File: src/rtl/sn74169_ctrl.sv
// Control-side master for an SN74169-compatible synchronous up/down counter
// (one device per nibble when cascaded). Loads a preset, runs the counter to
// terminal count, then either stops (one-shot) or reloads (programmable
// divider). An expected count is tracked alongside the counter, and any
// disagreement with Q or RCOB latches a sticky error.
module sn74169_ctrl #(
    parameter int WIDTH = 4,
    parameter int CNT_W = 8
) (
    input  logic             clk,
    input  logic             rst,
    input  logic             start,
    input  logic             abort,
    input  logic             dir,
    input  logic             reload,
    input  logic [WIDTH-1:0] preset,
    output logic [WIDTH-1:0] A,
    output logic             LOADB,
    output logic             ENPB,
    output logic             ENTB,
    output logic             U_DB,
    input  logic [WIDTH-1:0] Q,
    input  logic             RCOB,
    output logic             busy,
    output logic             done,
    output logic             err,
    output logic [CNT_W-1:0] tc_cnt
);

    typedef enum logic [1:0] {
        S_IDLE = 2'd0,
        S_LOAD = 2'd1,
        S_RUN  = 2'd2,
        S_ERR  = 2'd3
    } state_t;

    localparam logic [WIDTH-1:0] EXP_ONE = WIDTH'(1);
    localparam logic [CNT_W-1:0] TC_ONE  = CNT_W'(1);

    state_t             state_q,  state_d;
    logic [WIDTH-1:0]   preset_q, preset_d;
    logic               dir_q,    dir_d;
    logic               reload_q, reload_d;
    logic [WIDTH-1:0]   exp_q,    exp_d;
    logic               err_q,    err_d;
    logic [CNT_W-1:0]   tc_cnt_q, tc_cnt_d;
    logic               done_q,   done_d;
    logic [WIDTH-1:0]   a_q,      a_d;
    logic               loadb_q,  loadb_d;
    logic               enpb_q,   enpb_d;
    logic               entb_q,   entb_d;
    logic               u_db_q,   u_db_d;
    logic               busy_q,   busy_d;

    logic [WIDTH-1:0]   term;
    logic               at_term;
    logic               chk_ok;

    // Terminal value follows the captured direction; the counter's RCOB must
    // be low exactly when the expected count sits on it.
    always_comb begin
        term    = {WIDTH{dir_q}};
        at_term = (exp_q == term);
        chk_ok  = (Q == exp_q) && ((!RCOB) == at_term);
    end

    // Next-state, captured values, and Moore outputs decoded from the next state.
    always_comb begin
        state_d  = state_q;
        preset_d = preset_q;
        dir_d    = dir_q;
        reload_d = reload_q;
        exp_d    = exp_q;
        err_d    = err_q;
        tc_cnt_d = tc_cnt_q;
        done_d   = 1'b0;

        case (state_q)
            S_IDLE: begin
                if (start) begin
                    preset_d = preset;
                    dir_d    = dir;
                    reload_d = reload;
                    tc_cnt_d = '0;
                    err_d    = 1'b0;
                    state_d  = S_LOAD;
                end
            end
            S_LOAD: begin
                exp_d   = preset_q;
                state_d = S_RUN;
            end
            S_RUN: begin
                if (!chk_ok) begin
                    err_d   = 1'b1;
                    state_d = S_ERR;
                end else begin
                    exp_d = dir_q ? (exp_q + EXP_ONE) : (exp_q - EXP_ONE);
                    if (at_term) begin
                        // Counter wraps on this edge; report it in the next cycle.
                        done_d = 1'b1;
                        if (tc_cnt_q != {CNT_W{1'b1}}) begin
                            tc_cnt_d = tc_cnt_q + TC_ONE;
                        end
                        state_d = reload_q ? S_LOAD : S_IDLE;
                    end
                end
            end
            default: begin
                state_d = S_ERR;
            end
        endcase

        // Abort overrides everything: no capture, no done, no count, err untouched.
        if (abort) begin
            state_d  = S_IDLE;
            preset_d = preset_q;
            dir_d    = dir_q;
            reload_d = reload_q;
            exp_d    = exp_q;
            err_d    = err_q;
            tc_cnt_d = tc_cnt_q;
            done_d   = 1'b0;
        end

        loadb_d = 1'b1;
        enpb_d  = 1'b1;
        entb_d  = 1'b1;
        u_db_d  = 1'b1;
        a_d     = '0;
        busy_d  = 1'b0;
        case (state_d)
            S_LOAD: begin
                loadb_d = 1'b0;
                a_d     = preset_d;
                u_db_d  = dir_d;
                busy_d  = 1'b1;
            end
            S_RUN: begin
                enpb_d  = 1'b0;
                entb_d  = 1'b0;
                u_db_d  = dir_d;
                busy_d  = 1'b1;
            end
            default: begin
            end
        endcase
    end

    // State and registered outputs, synchronous reset.
    always_ff @(posedge clk) begin
        if (rst) begin
            state_q  <= S_IDLE;
            preset_q <= '0;
            dir_q    <= 1'b0;
            reload_q <= 1'b0;
            exp_q    <= '0;
            err_q    <= 1'b0;
            tc_cnt_q <= '0;
            done_q   <= 1'b0;
            a_q      <= '0;
            loadb_q  <= 1'b1;
            enpb_q   <= 1'b1;
            entb_q   <= 1'b1;
            u_db_q   <= 1'b1;
            busy_q   <= 1'b0;
        end else begin
            state_q  <= state_d;
            preset_q <= preset_d;
            dir_q    <= dir_d;
            reload_q <= reload_d;
            exp_q    <= exp_d;
            err_q    <= err_d;
            tc_cnt_q <= tc_cnt_d;
            done_q   <= done_d;
            a_q      <= a_d;
            loadb_q  <= loadb_d;
            enpb_q   <= enpb_d;
            entb_q   <= entb_d;
            u_db_q   <= u_db_d;
            busy_q   <= busy_d;
        end
    end

    assign A      = a_q;
    assign LOADB  = loadb_q;
    assign ENPB   = enpb_q;
    assign ENTB   = entb_q;
    assign U_DB   = u_db_q;
    assign busy   = busy_q;
    assign done   = done_q;
    assign err    = err_q;
    assign tc_cnt = tc_cnt_q;

endmodule

File: config.mk
export PLATFORM = sky130hd
export DESIGN_NAME = sn74169_ctrl
export DESIGN_NICKNAME = d
export VERILOG_FILES = /design/src/rtl/sn74169_ctrl.sv
export SDC_FILE = /design/constraint.sdc
export NUM_CORES = 1
export LEC_CHECK = 0
export BUFFER_PORTS_ARGS = -buffer_cell sky130_fd_sc_hd__buf_4
export CORE_AREA = 2 2 67 57
export CTS_CLUSTER_SIZE = 20
export DETAILED_ROUTE_END_ITERATION = 7
export DIE_AREA = 0 0 69 59
export HOLD_SLACK_MARGIN = 0.15
export PLACE_DENSITY_LB_ADDON = 0.15
export SKIP_LAST_GASP = 1
export SYNTH_ARGS = -nofsm -noshare
export SYNTH_HDL_FRONTEND = slang
export SYNTH_SLANG_ARGS = --single-unit
File: constraint.sdc
create_clock -name clk -period 2.6 [get_ports clk]
set_input_delay 0.39 -clock clk [delete_from_list [all_inputs] [get_ports clk]]
set_output_delay 0.39 -clock clk [all_outputs]
set_load 0.02 [all_outputs]
# Word-level counts from Yosys, hierarchy flattened

Cells that the tools add are included.

Register bits after elaboration: 30
Input bits: 15
Output and inout bits: 19

Add/subtract/negate cells: 3
Equality and inequality tests: 13
Muxes and demuxes: 27
Bitwise operators: 5
Reductions and logical operators: 13

Operators by type and width:

| cell                                                                  | count |
|---|---|
| 8-bit 2-to-1 mux                                                      | 4 |
| 4-bit 2-to-1 mux                                                      | 5 |
| 8-bit one-hot mux with 2 select lines                                 | 1 |
| 1-bit 2-to-1 mux                                                      | 10 |
| 2-bit inequality test, second input constant                          | 5 |
| 8-bit by 1-bit adder with 8-bit output, second input constant         | 1 |
| 4-bit equality test                                                   | 2 |
| 2-bit 2-to-1 mux                                                      | 4 |
| 8-bit inequality test, second input constant                          | 1 |
| 4-bit one-hot mux with 2 select lines                                 | 1 |
| 2-bit one-hot mux with 3 select lines                                 | 1 |
| 3-bit AND reduction                                                   | 2 |
| 6-bit AND reduction                                                   | 1 |
| 2-bit OR reduction                                                    | 3 |
| 1-bit inverter                                                        | 5 |
| 4-bit by 1-bit adder with 4-bit output, second input constant         | 1 |
| 2-bit by 1-bit equality test with 1-bit output, second input constant | 2 |
| 2-bit equality test, second input constant                            | 2 |
| 4-bit AND reduction                                                   | 1 |
| 2-bit nonzero test                                                    | 2 |
| 4-bit OR reduction                                                    | 1 |
| 4-bit by 1-bit subtractor with 4-bit output, second input constant    | 1 |
| 2-bit logical NOT                                                     | 1 |
| 1-bit one-hot mux with 2 select lines                                 | 1 |
| other kinds (3)                                                       | 3 |

# Logic depth before layout (Yosys ltp)

Gate-level depths: netlist (run 1).

Depth in word-level cells: 10
Gate-level depth with buffers: 10

# Least setup slack after synthesis (run 1)

No wires, ideal clock.

Kind: reg-to-reg
From: reg dir_q
To: reg u_db_q (netlist: U_DB)
Data arrival time: 2.173 ns
Data required time: 2.482 ns
Slack: 0.310 ns
Stages on the path, launching flop included: 11
Cells stage by stage: dfxtp_1 -> inv_1 -> ha_1 -> a21bo_2 -> o221ai_1 -> a21oi_1 -> o22ai_1 -> or2_2 -> ha_1 -> nor2_1 -> nand2_1

Word-level cells in the longest chain between the ends: 10
Elaborated cells between the ends (all ways): 15
Classes of those cells: eq/ne: 4; mux: 7; bitwise: 1; reduce/logical: 3

RTL lines:

| what                                                                                  | line | text |
|---|---|---|
| from (decl)                                                                           | 42   | `logic dir_q, dir_d;` |
| from (signal assigned)                                                                | 170  | `dir_q <= dir_d;` |
| 4-bit equality test                                                                   | 63   | `at_term = (exp_q == term);` |
| 1-bit equality test                                                                   | 64   | `chk_ok = (Q == exp_q) && ((!RCOB) == at_term);` |
| 1-bit logical AND                                                                     | 64   |  |
| 2-bit 2-to-1 mux                                                                      | 94   | `if (!chk_ok) begin` |
| 2-bit one-hot mux with 3 select lines                                                 | 78   | `case (state_q)` |
| 2-bit 2-to-1 mux                                                                      | 115  | `if (abort) begin` |
| 2-bit equality test or 2-bit by 1-bit equality test with 1-bit output (tied branches) | 132  | `case (state_d)` |
| 2-bit OR reduction (no line)                                                          | n/a  |  |
| 1-bit inverter (no line)                                                              | n/a  |  |
| 2-bit OR reduction (no line)                                                          | n/a  |  |
| to (signal assigned)                                                                  | 180  | `u_db_q <= u_db_d;` |
| to (decl)                                                                             | 52   | `logic u_db_q, u_db_d;` |

Parallel ways exist; a longest one is shown, timed or not.
A chain may end at the register's enable or synchronous reset.

# Final worst setup path (run 1)

From: reg dir_q
To: reg a_q[2] (netlist: A[2])

Word-level cells in the longest chain between the ends: 9
Elaborated cells between the ends (all ways): 10
Classes of those cells: eq/ne: 3; mux: 4; bitwise: 1; reduce/logical: 2

RTL lines:

| what                                             | line | text |
|---|---|---|
| 4-bit equality test *                            | 63   |  |
| 1-bit equality test                              | 64   |  |
| 1-bit logical AND                                | 64   |  |
| 2-bit 2-to-1 mux *                               | 94   |  |
| 2-bit one-hot mux with 3 select lines *          | 78   |  |
| 2-bit 2-to-1 mux *                               | 115  |  |
| 2-bit by 1-bit equality test with 1-bit output * | 132  |  |
| 1-bit inverter (no line) *                       | n/a  |  |
| 2-bit OR reduction (no line) *                   | n/a  |  |
| to (signal assigned)                             | 161  | `a_q <= '0;` |
| to (signal assigned)                             | 176  | `a_q <= a_d;` |
| to (decl)                                        | 48   | `logic [WIDTH-1:0] a_q, a_d;` |

Mark *: on every way between the ends. The rest lies on a longest branch, timed or not.

==> results of run 1 <==
[final timing paths]
kind	from	end	slack [ns]	cells past startpoint
worst max-delay path	dir_q	A[2]	0.18	9
worst max register to register	dir_q	A[2]	0.18	9
worst min-delay path	reload	reload_q	0.35	3
worst min register to register	reload_q	reload_q	0.51	2
[placed cells by master, fill, tap and decap left out, drive strengths merged, types with 4 or more instances in the layout]
master	n
a21oi	11
and2	5
buf	37
clkbuf	6
dfxtp	30
ha	5
inv	4
mux2i	6
nand2	14
nand2b	5
nand3	15
nor2	21
nor2b	4
nor3	5
o211ai	6
xor2	4
[flip-flops by register name (all words and copies together) (netlist names), 2 cells and up]
register / cells
state_q: 2
exp_q: 4
tc_cnt: 8
preset_q: 4
A: 4
[area by class of cell]
cell class / count / area share, %
tap: 42 / 2.630
sequential: 30 / 30.06
inverter: 4 / 0.7514
clock inverter: 2 / 0.6262
timing repair buffer: 37 / 13.90
multi-input combinational: 141 / 47.90
clock buffer: 6 / 4.133
[metrics by stage]
step                      std cells  hold slack, ns  setup slack (ns)  power (mW)
final                           262          0.3528            0.1774       1.027
after global routing            262          0.3467           0.02033       1.075
after CTS                       262          0.3522            0.1833       1.031
after detailed placement        254          0.5063            0.2121      0.6404
after global placement          254          0.4768            0.2724      0.6375
after floorplan                 185          0.4604            0.3100      0.5856
[logic make-up after synthesis]
logic type                 after synthesis  share of synthesized area, %
DFF                                     30                         36.92
and+or+nand+nor                         85                         29.00
muxes                                    6                         3.692
adders and majority gates                6                         5.077
buffers and inverters                   14                         4.230
AOI/OAI and AO/OA                       38                         17.85
xor gates and xnor gates                 6                         3.231
[routing by layer]
| metal | vias up | global-route usage [%] | wire [µm] |
|---|---|---|---|
| li1 | 726 | - | - |
| met1 | 680 | 28.66 | 1967 |
| met2 | 43 | 30.36 | 1677 |
| met3 | 5 | 5.952 | 217 |
| met4 | 0 | 7.843 | 49 |
| met5 | - | 0 | 0 |
[worst reg2reg max path, cell delays in order, from the launching register on]
cell      delay, ns
dfxtp_1        0.43
inv_1          0.15
ha_1           0.39
a21bo_2        0.15
o221ai_1       0.14
o211ai_1       0.24
a21oi_1        0.13
or2_2          0.31
ha_1           0.24
and2_1         0.15
[where the power goes]
part / switching, mW / internal [mW]
logic: 0.0783 / 0.0670
clock network: 0.183 / 0.212
registers: 0.0134 / 0.472
total: 0.275 / 0.752
==> flow_summary_export.csv, run 1 <==
group,metric,value,unit
run_status,status,"completed",
clock_tree,cts_buffer_depth,2,
die,rows,19,
clock_tree,cts_buffers,5,
route,wl_per_cell,14.94,µm
sta,slew-limit-headroom,37.66,%
route,ant_nets,0,
power,pwr_density_cell,513.8,nW/µm²
power,leakagePower,0.8246,nW
global_route,antenna_found_initial,0,
route,vias_per_cell,5.550,
sta,tns,0,ns
cells_and_area,n_antenna_cell,0,
sta,fmax,412.8,MHz
critical_path,start_kind,"flop",
clock_tree,postCtsHoldBufs,0,
route,drt_first_iter_violations,104,
logic_synthesis,synthCells,185,
route,dr.pass1.iters,4,
critical_path,slowest_delay,0.43,ns
die,fp.dieW,69,µm
route,drc,0,
global_route,grt_max_degree,23,
critical_path,cp-end-kind,"flop",
logic_synthesis,synth_edf_count,0,
placed_design,dpl_cell_area,1903,µm²
logic_synthesis,ys_ff_latch,30,
sta,hold_viol,0,
sta,setup_viol,0,
cells_and_area,fin_area,1998,µm²
critical_path,path_delay_family,"compound AO/OA/AOI/OAI gates",
sta,fin_crit_sh,93.18,%
cells_and_area,layout.nets,240,
critical_path,path_cells,"inv_1 > ha_1 > a21bo_2 > o221ai_1 > o211ai_1 > a21oi_1 > or2_2 > ha_1 > and2_1",
cells_and_area,syn_to_final_growth,22.85,%
die,start_util,48.87,%
die,ios,34,
logic_synthesis,avgSynthCellArea,8.792,µm²
cells_and_area,fin_util,60.04,%
logic_synthesis,synthFlopType,"dfxtp_1",
logic_synthesis,yosys.cell_count.top_type,"dfxtp_1",
die,fp.dieArea,4071,µm²
critical_path,cp_common_cell,"ha_1",
logic_synthesis,yosys.area.top_type,"dfxtp_1",
logic_synthesis,async_flop_share,0,%
logic_synthesis,yosysTopAreaCellShare,36.92,%
global_route,grt_pass1_wl,6.534,mm
clock_tree,ctsResizeCount,0,
cells_and_area,multi_input_area,957.2,µm²
route,wl,3.913,mm
placed_design,numPortBuffers,33,
critical_path,worstPathArrival,2.60,ns
logic_synthesis,synth_commonest_cells,"dfxtp_1 (30), nor2_1 (21), nand2_1 (14), nand3_1 (14), a21oi_1 (10)",
job,maxCapViolations,0,
global_route,grt_use_total,20.55,%
cells_and_area,register_area,600.6,µm²
cells_and_area,drive_above_1_share,25.91,%
placed_design,dpl.hpwl,2.816,mm
logic_synthesis,syn_area,1627,µm²
sta,tightest_slew,0.9288,ns
clock_tree,cts_root_buffer,"clkbuf_8",
placed_design,place_congestion,0.8399,
sta,fin_skew,0.004249,ns
logic_synthesis,yosysSeqAreaShare,36.92,%
route,routed-via-count,1454,
clock_tree,path_clk_slew,0.07,ns
global_route,grt_overflow_total,0,
sta,slew_violations,0,
logic_synthesis,synth.distinct_cells,51,
die,die_h,59,µm
critical_path,critPathBufInv,1,
critical_path,critPathKind,"reg -> reg",
global_route,grt_pass1_vias,1362,
logic_synthesis,synth_area_leaders,"dfxtp_1 (37%), nor2_1 (4.8%), nand3_1 (4.3%)",
clock_tree,h-tree-depth,2,
clock_tree,cts_tree,"done",
logic_synthesis,syn_nets,206,
die,coreArea,3328,µm²
critical_path,cp_max_fo,6,
clock_tree,cts_setup_buffers,0,
sta,layout_min_cycle_time,2.423,ns
clock_tree,cts.sinks,30,
logic_synthesis,ys_warn_count,0,
critical_path,crit_slowest_cell,"dfxtp_1",
cells_and_area,nFillCells,316,
critical_path,cp.required,2.78,ns
clock_tree,clock_latency,0.28,ns
sta,rsz0062_at_grt,"false",
power,peakVddDrop,0.0003729,V
hold_path,worstHoldPathType,"in -> reg",
No activity file was read; power rests on OpenSTA's default activity.
==> run 2: changes to the inputs <==
Clock period 2.6 ns to 2.9 ns, I/O delays scaled along.
==> run 2 against run 1 <==
Worst setup slack gained 0.15 ns; cell count is 1.1% lower; sequential cell count unchanged; highest routed layer unchanged.
==> flow_summary_export.csv, run 2 (synthesis gave the netlist of run 1 again) <==
group,metric,value,unit
run_status,status,"completed",
sta,fmax,388.8,MHz
cells_and_area,syn_to_final_growth,21.46,%
cells_and_area,layout.nets,237,
critical_path,path_cells,"inv_1 > ha_1 > a21bo_2 > o221ai_1 > a21oi_1 > o22ai_1 > or2_2 > ha_1 > nor2_1 > nand2_1",
sta,setup_viol,0,
placed_design,place_congestion,0.7793,
route,ant_nets,0,
placed_design,dpl.hpwl,2.830,mm
sta,rsz0062_at_grt,"false",
cells_and_area,final_common_cell,"buf_4",
placed_design,dpl_cell_area,1881,µm²
clock_tree,clock_latency,0.27,ns
clock_tree,cts_root_buffer,"clkbuf_8",
sta,tightest_slew,0.8479,ns
die,fp.dieW,69,µm
critical_path,start_kind,"flop",
clock_tree,ctsResizeCount,0,
critical_path,cp-end-kind,"flop",
sta,fin_crit_sh,88.68,%
sta,slew-limit-headroom,43.09,%
sta,fin_skew,0.002398,ns
sta,hold_viol,0,
critical_path,cp_max_fo,6,
die,die_h,59,µm
cells_and_area,multi_input_area,957.2,µm²
critical_path,crit_cells,10,
cells_and_area,final_cells,259,
route,drt_first_iter_violations,81,
clock_tree,h-tree-depth,2,
power,power,0.9057,mW
cells_and_area,drive_above_1_share,24.88,%
placed_design,numPortBuffers,33,
global_route,grt_pass1_vias,1408,
clock_tree,path_clk_slew,0.07,ns
die,start_util,48.87,%
route,dr.pass1.iters,4,
cells_and_area,largest_register_ffs,8,
power,peakVddDrop,0.0003656,V
clock_tree,cts_tree,"done",
global_route,grt_max_degree,23,
critical_path,path_delay_family,"compound AO/OA/AOI/OAI gates",
sta,holdWs,0.3954,ns
die,ios,34,
clock_tree,cts_buffer_depth,2,
critical_path,slowest_delay,0.43,ns
sta,layout_min_cycle_time,2.572,ns
global_route,antenna_found_initial,0,
clock_tree,cts_buffers,5,
cells_and_area,register_area,600.6,µm²
die,fp.dieArea,4071,µm²
cells_and_area,fin_area,1976,µm²
job,maxCapViolations,0,
power,leakagePower,0.8098,nW
placed_design,place_inst,251,
clock_tree,postCtsHoldBufs,0,
hold_path,worstHoldPathType,"in -> reg",
cells_and_area,n_antenna_cell,0,
critical_path,crit_slowest_cell,"dfxtp_1",
global_route,grt_overflow_total,0,
critical_path,reg2reg_depth,10,
clock_tree,cts_setup_buffers,0,
global_route,grt_pass1_wl,6.417,mm
sta,slew_violations,0,
critical_path,critPathBufInv,1,
die,rows,19,
route,wl_per_cell,14.73,µm
critical_path,cp.required,3.07,ns
route,drc,0,
sta,tns,0,ns
critical_path,worstPathArrival,2.74,ns
clock_tree,cts.sinks,30,
global_route,grt_use_total,19.96,%
cells_and_area,nFillCells,302,
route,wl,3.814,mm
die,coreArea,3328,µm²
route,routed-via-count,1450,
route,vias_per_cell,5.598,
power,pwr_density_cell,458.4,nW/µm²
cells_and_area,layout_common_cells,"buf_4 (34), dfxtp_1 (30), nor2_1 (21)",
hold_path,whs_path_depth,3,
critical_path,cp_common_cell,"ha_1",
critical_path,critPathKind,"reg -> reg",
[run 2: cell count changes in the layout (fill, tap and decap cells not counted)]
| cell | before | now |
|---|---|---|
| buf_4 | 37 | 34 |
[run 2: tightest hold or removal path, stage by stage]
cell and delay, ns:
buf_4 0.08, a21oi_1 0.07, nand2_1 0.06
[run 2: final cells by class]
| class | instances | area share, % |
|---|---|---|
| Sequential cell | 30 | 30.40 |
| Timing Repair Buffer | 34 | 12.92 |
| Clock buffer | 6 | 4.180 |
| Inverter | 4 | 0.7600 |
| Tap cell | 42 | 2.660 |
| Multi-Input combinational cell | 141 | 48.45 |
| Clock inverter | 2 | 0.6333 |
[run 2: metal layers]
metal	vias up	part of all wire [%]	GRT usage, %
met2	38	45	31.59
met1	685	49	27.06
li1	725	-	-
met4	0	0.50	8.403
met5	-	0	0
met3	2	5.9	3.912
[run 2: worst paths after layout]
kind | from | to | slack [ns]
setup / recovery | dir_q | U_DB | 0.33
hold / removal | dir | U_DB | 0.40
setup reg to reg | dir_q | U_DB | 0.33
hold reg to reg | reload_q | reload_q | 0.51
[run 2: metrics by stage]
stage	worst slack, ns	utilization (%)
6_report	0.3282	59.36
2_1_floorplan	0.6100	-
4_1_cts	0.3448	59.36
5_1_grt	0.1745	59.36
3_3_place_gp	0.4771	56.50
3_5_place_dp	0.3533	56.50
[run 2: where the power goes]
part / internal [mW] / total (mW) / leakage, nW / switching (mW)
clock: 0.190 / 0.347 / 0.0472 / 0.156
combinational: 0.0537 / 0.123 / 0.519 / 0.0691
sequential: 0.424 / 0.436 / 0.243 / 0.0125
total: 0.668 / 0.906 / 0.810 / 0.238
